**config.mk**
```make
export PLATFORM = sky130hd
export DESIGN_NAME = key_debounce_array
export DESIGN_NICKNAME = d
export VERILOG_FILES = /design/src/rtl/key_debounce_array.sv
export SDC_FILE = /design/constraint.sdc
export NUM_CORES = 1
export LEC_CHECK = 0
export CORE_UTILIZATION = 60
export CTS_CLUSTER_DIAMETER = 120
export DETAILED_ROUTE_END_ITERATION = 8
export PLACE_DENSITY = 0.79
export SYNTH_ARGS = -nofsm -noshare
export SYNTH_HDL_FRONTEND = slang
export SYNTH_SLANG_ARGS = --single-unit
export TNS_END_PERCENT = 30
```
**constraint.sdc**
```tcl
create_clock -name clk -period 4.5 [get_ports clk]
set_input_delay 0.675 -clock clk [delete_from_list [all_inputs] [get_ports clk]]
set_output_delay 0.675 -clock clk [all_outputs]
set_load 0.02 [all_outputs]
```
**src/rtl/key_debounce_array.sv**
```systemverilog
// key_debounce_array: N-channel key debouncer with clean level and press/release pulses.
// Define KEY_LONG_PRESS_EN to add a one-shot long-press pulse on key_long.
module key_debounce_array #(
    parameter int NUM_KEYS          = 4,
    parameter int DEBOUNCE_CYCLES   = 1_000_000,
    parameter int ACTIVE_LOW        = 1,
    parameter int LONG_PRESS_CYCLES = 50_000_000
) (
    input  logic                clk,
    input  logic                rst,
    input  logic [NUM_KEYS-1:0] key_pin,
    output logic [NUM_KEYS-1:0] key_status,
    output logic [NUM_KEYS-1:0] key_press,
    output logic [NUM_KEYS-1:0] key_release,
    output logic [NUM_KEYS-1:0] key_long
);
    localparam int MAX_CYC = DEBOUNCE_CYCLES > LONG_PRESS_CYCLES ? DEBOUNCE_CYCLES : LONG_PRESS_CYCLES;
    localparam int CW = $clog2(MAX_CYC + 1);
    localparam logic [CW-1:0] DB_LAST = CW'(DEBOUNCE_CYCLES - 1);
    localparam logic REL = (ACTIVE_LOW != 0);
    typedef enum logic [1:0] {IDLE, PRESS_WAIT, HELD, RELEASE_WAIT} state_t;
    logic [NUM_KEYS-1:0] sync1, sync2, s;
    always_ff @(posedge clk) begin
        if (rst) begin
            sync1 <= {NUM_KEYS{REL}};
            sync2 <= {NUM_KEYS{REL}};
        end else begin
            sync1 <= key_pin;
            sync2 <= sync1;
        end
    end
    assign s = sync2 ^ {NUM_KEYS{REL}};
    for (genvar k = 0; k < NUM_KEYS; k++) begin : g_ch
        state_t state;
        logic [CW-1:0] cnt;
        logic status, press, rel_p;
`ifdef KEY_LONG_PRESS_EN
        localparam logic [CW-1:0] LP_LAST = CW'(LONG_PRESS_CYCLES - 1);
        logic long_p, long_done;
`endif
        always_ff @(posedge clk) begin
            press <= 1'b0;
            rel_p <= 1'b0;
`ifdef KEY_LONG_PRESS_EN
            long_p <= 1'b0;
`endif
            if (rst) begin
                state  <= IDLE;
                cnt    <= '0;
                status <= 1'b0;
`ifdef KEY_LONG_PRESS_EN
                long_done <= 1'b0;
`endif
            end else begin
                case (state)
                    IDLE: begin
                        state <= s[k] ? PRESS_WAIT : IDLE;
                        cnt   <= s[k] ? CW'(1) : '0;
                    end
                    PRESS_WAIT: begin
                        if (!s[k]) begin
                            state <= IDLE;
                            cnt   <= '0;
                        end else if (cnt == DB_LAST) begin
                            state  <= HELD;
                            status <= 1'b1;
                            press  <= 1'b1;
                            cnt    <= '0;
                        end else begin
                            cnt <= cnt + CW'(1);
                        end
                    end
                    HELD: begin
                        if (!s[k]) begin
                            state <= RELEASE_WAIT;
                            cnt   <= CW'(1);
                        end
`ifdef KEY_LONG_PRESS_EN
                        else begin
                            if (cnt != '1) cnt <= cnt + CW'(1);
                            if (cnt == LP_LAST && !long_done) begin
                                long_p    <= 1'b1;
                                long_done <= 1'b1;
                            end
                        end
`endif
                    end
                    RELEASE_WAIT: begin
                        if (s[k]) begin
                            state <= HELD;
                            cnt   <= '0;
                        end else if (cnt == DB_LAST) begin
                            state  <= IDLE;
                            status <= 1'b0;
                            rel_p  <= 1'b1;
                            cnt    <= '0;
`ifdef KEY_LONG_PRESS_EN
                            long_done <= 1'b0;
`endif
                        end else begin
                            cnt <= cnt + CW'(1);
                        end
                    end
                    default: begin
                        state  <= IDLE;
                        cnt    <= '0;
                        status <= 1'b0;
                    end
                endcase
            end
        end
        assign key_status[k]  = status;
        assign key_press[k]   = press;
        assign key_release[k] = rel_p;
`ifdef KEY_LONG_PRESS_EN
        assign key_long[k] = long_p;
`else
        assign key_long[k] = 1'b0;
`endif
    end
endmodule
```
==> flow_metrics.env <==
export IMPL_run_status="completed"
export IMPL_floorplan_core_area_um2=10500
export IMPL_yosysSeqAreaShare_pct=40.4
export IMPL_hold_viol=0
export IMPL_grt_overflow=0
export IMPL_timing_critical_path_slowest_cell_delay_ns=0.81
export IMPL_layout_drive_gt1_share_pct=8.08
export IMPL_cts_htree_levels=4
export IMPL_endpoint_kind="flip-flop"
export IMPL_post_synth_inst_count=782
export IMPL_dieArea_um2=11300
export IMPL_clkLatencyLatePin_ns=0.53
export IMPL_global_route_wire_length_before_repair_um=24000
export IMPL_total_wire_length_after_detailed_routing_um=13900
export IMPL_worst_slew_pin_transition_ns=1.02
export IMPL_avgViaCountPerCell=6.09
export IMPL_fmaxAchievable_mhz=365
export IMPL_detail_route_antenna_nets=0
export IMPL_arrival_ns=3.11
export IMPL_worst_ep_required_time_ns=4.87
export IMPL_final_cell_mix="sky130_fd_sc_hd__dfxtp_1, sky130_fd_sc_hd__nor2_1, sky130_fd_sc_hd__nand3_1, sky130_fd_sc_hd__nand2_1, sky130_fd_sc_hd__xnor2_1"
export IMPL_num_nets_final=777
export IMPL_area_growth_pct=10.1
export IMPL_post_synth_cell_area_avg_um2=8.37
export IMPL_antenna_found_initial=0
export IMPL_hold_class="flip-flop to flip-flop"
export IMPL_synthXorXnorAreaFrac_pct=9.90
export IMPL_drt_first_iter_violations=352
export IMPL_p_leak_nw=2.13
export IMPL_cts_root_to_sink_buffers=2
export IMPL_post_route_cell_area_um2=7210
export IMPL_yosys_cell_types_count=60
export IMPL_max_cap_violations=0
export IMPL_critical_path_n_buffers_inverters=0
export IMPL_timing_final_max_slew_violations=0
export IMPL_io_pin_count=22
export IMPL_ys_flop_type="sky130_fd_sc_hd__dfxtp_1"
export IMPL_relSlewSlack_pct=31.2
export IMPL_cts_tree="built"
export IMPL_finalSetupViolCount=0
export IMPL_fin_util_pct=68.9
export IMPL_clk_pin_slew_ns=0.06
export IMPL_hold_path_endpoint="sync2[3]"
export IMPL_worst_setup_path_type="flip-flop to flip-flop"
export IMPL_layout_cells_most_common="sky130_fd_sc_hd__dfxtp_1"
export IMPL_vdd_ir_drop_worst_uv=297
export IMPL_power_density_nw_per_um2=359
export IMPL_grt_max_degree=26
export IMPL_ctsResizeCount=0
export IMPL_avgRoutedWirePerCell_um=15.2
export IMPL_multiplexer_share_of_the_synthesized_area_pct=0.153
export IMPL_critPathTopFamily="simple AND/OR/NAND/NOR gates"
export IMPL_worstHoldStart="sync1[3]"
export IMPL_post_cts_buffers=0
export IMPL_placement_io_buffers=17
export IMPL_antennaDiodeCount=0
export IMPL_worst_r2r_setup_slack_ns=1.76
export IMPL_synth_seq_cells=132
export IMPL_timing_critical_path_slowest_stage_cell="sky130_fd_sc_hd__o21ai_2"
export IMPL_worst_r2r_path_depth=5
export IMPL_globalplace_congestion=0.900
export IMPL_drc=0
export IMPL_fin_skew_ns=0.00907
export IMPL_die_w_um=106
export IMPL_design_power_total_mw=2.59
export IMPL_worstPathMaxFanout=25
export IMPL_postSynth_asyncResetShare_pct=0
export IMPL_setup_total_negative_slack_ns=0
export IMPL_main_combinational_cell_family_by_area_after_synthesis="simple AND/OR/NAND/NOR gates"
export IMPL_die_y_um=106
export IMPL_clock_sink_count=132
export IMPL_synthAdderAreaFrac_pct=0.764
export IMPL_critical_path_reg2reg_endpoint="g_ch[0].cnt[6]"
export IMPL_place_area_um2=6620
export IMPL_first_pass_iters=5
export IMPL_synth_cell_area_um2=6550
export IMPL_cts_hold_buffers_added=0
export IMPL_synth_compound_gate_area_share_pct=9.13
export IMPL_clk_root_buffer_cell="sky130_fd_sc_hd__clkbuf_8"
export IMPL_crit_path_start_kind="flip-flop"
export IMPL_worstPathCellList="nand4_1, nor4_1, a21oi_1, o21ai_2, nor2_1"
export IMPL_synth_edf_count=0
export IMPL_fin_worst_hold_slack_ns=0.406
export IMPL_min_period_ns=2.74
export IMPL_detailed_place_hpwl_um=9330
export IMPL_global_route_usage_total_pct=26.2
export IMPL_floorplan_initialDensity_pct=62.6
export IMPL_grt_pass1_vias=5127
export IMPL_total_number_of_placement_rows=37
export IMPL_cts_buffers=17
export IMPL_synthSimpleGateAreaFrac_pct=33.9
export IMPL_min_period_over_period_pct=60.8
export IMPL_setup_repair_after_global_routing_missed_its_margin="false"
export IMPL_ys_warnings_count=0
export IMPL_routed_via_count=5580
export IMPL_rr_startpoint="g_ch[0].cnt[16]"
export IMPL_worst_hold_path_num_cells=1
## where the power goes
group	switching (mW)	total (mW)	internal, mW
Sequential	0.0108	1.19	1.18
Clock	0.493	1.35	0.859
Combinational	0.0275	0.0486	0.0211
Total	0.532	2.59	2.06
## how the worst max path moves through the flow
stage | start | endpoint | slack, ns | cells after the start
floorplan | g_ch[3].cnt[0] | g_ch[3].status | 2.49 | 6
global placement | rst | g_ch[3].cnt[13] | 1.75 | 5
detailed placement | rst | g_ch[3].cnt[13] | 1.68 | 5
CTS | g_ch[0].cnt[16] | g_ch[0].cnt[6] | 1.77 | 5
global route | g_ch[0].cnt[16] | g_ch[0].cnt[18] | 1.46 | 5
finish | g_ch[0].cnt[16] | g_ch[0].cnt[6] | 1.76 | 5
## stage by stage
| step | std cells | setup slack, ns |
|---|---|---|
| floorplan | 785 | 2.49 |
| global placement | 884 | 1.75 |
| detailed placement | 884 | 1.68 |
| CTS | 916 | 1.77 |
| global route | 916 | 1.46 |
| finish | 916 | 1.76 |
## kinds of logic after synthesis
| group | Yosys count |
|---|---|
| AO/OA/AOI/OAI | 88 |
| XOR/XNOR | 74 |
| adder cells (fa/ha/maj) | 4 |
| buffers and inverters | 77 |
| flip-flops | 132 |
| multiplexers | 1 |
| other | 1 |
| AND/OR/NAND/NOR | 405 |
## synth_stat cells, types with 5 or more instances
cell type,n,area share [%]
sky130_fd_sc_hd__nand4b_1,7,0.94
sky130_fd_sc_hd__or3_1,10,0.96
sky130_fd_sc_hd__nor2_1,101,5.8
sky130_fd_sc_hd__o211ai_1,5,0.57
sky130_fd_sc_hd__dfxtp_1,132,40
sky130_fd_sc_hd__nor3b_1,8,0.92
sky130_fd_sc_hd__xor2_1,28,3.7
sky130_fd_sc_hd__nor2b_1,5,0.48
sky130_fd_sc_hd__a21oi_1,25,1.9
sky130_fd_sc_hd__clkbuf_1,24,1.4
sky130_fd_sc_hd__or4_1,5,0.57
sky130_fd_sc_hd__and3_1,17,1.6
sky130_fd_sc_hd__nand4_1,32,3.1
sky130_fd_sc_hd__nor3_1,24,1.8
sky130_fd_sc_hd__or2_2,13,1.2
sky130_fd_sc_hd__a31oi_1,18,1.7
sky130_fd_sc_hd__buf_2,14,1.1
sky130_fd_sc_hd__buf_4,18,2.1
sky130_fd_sc_hd__inv_1,19,1.1
sky130_fd_sc_hd__xnor2_1,46,6.2
sky130_fd_sc_hd__o21ai_0,13,0.99
sky130_fd_sc_hd__nor4b_1,8,1.1
sky130_fd_sc_hd__and4_1,7,0.94
sky130_fd_sc_hd__nand3_1,53,4.1
sky130_fd_sc_hd__nand2_1,53,3.0
sky130_fd_sc_hd__nor4_1,38,3.6
## routing by layer
metal	vias up	GRT usage [%]	routed length [µm]	share of wire, %
met5	-	0	0	0
met4	0	9.59	191	1.4
met3	22	7.11	767	5.5
met2	157	40.6	6440	46
met1	2635	34.8	6490	47
li1	2766	-	-	-
## layout make-up
class	instances	area (µm²)
flip-flops and latches	132	2640
clock inverters	8	97.6
fillers	854	3250
multi-input cells	576	3540
inverters	19	71.3
clock buffers	24	490
repair buffers	21	200
well taps	136	170
## registers in the layout, summed over array words and instances (netlist names), named ones only
register	count
g_ch.state	4
g_ch.status	4
g_ch.cnt	104
sync2	4
g_ch.press	4
sync1	4
g_ch.rel_p	4
Note: power is estimated with default switching activity, not from simulation.
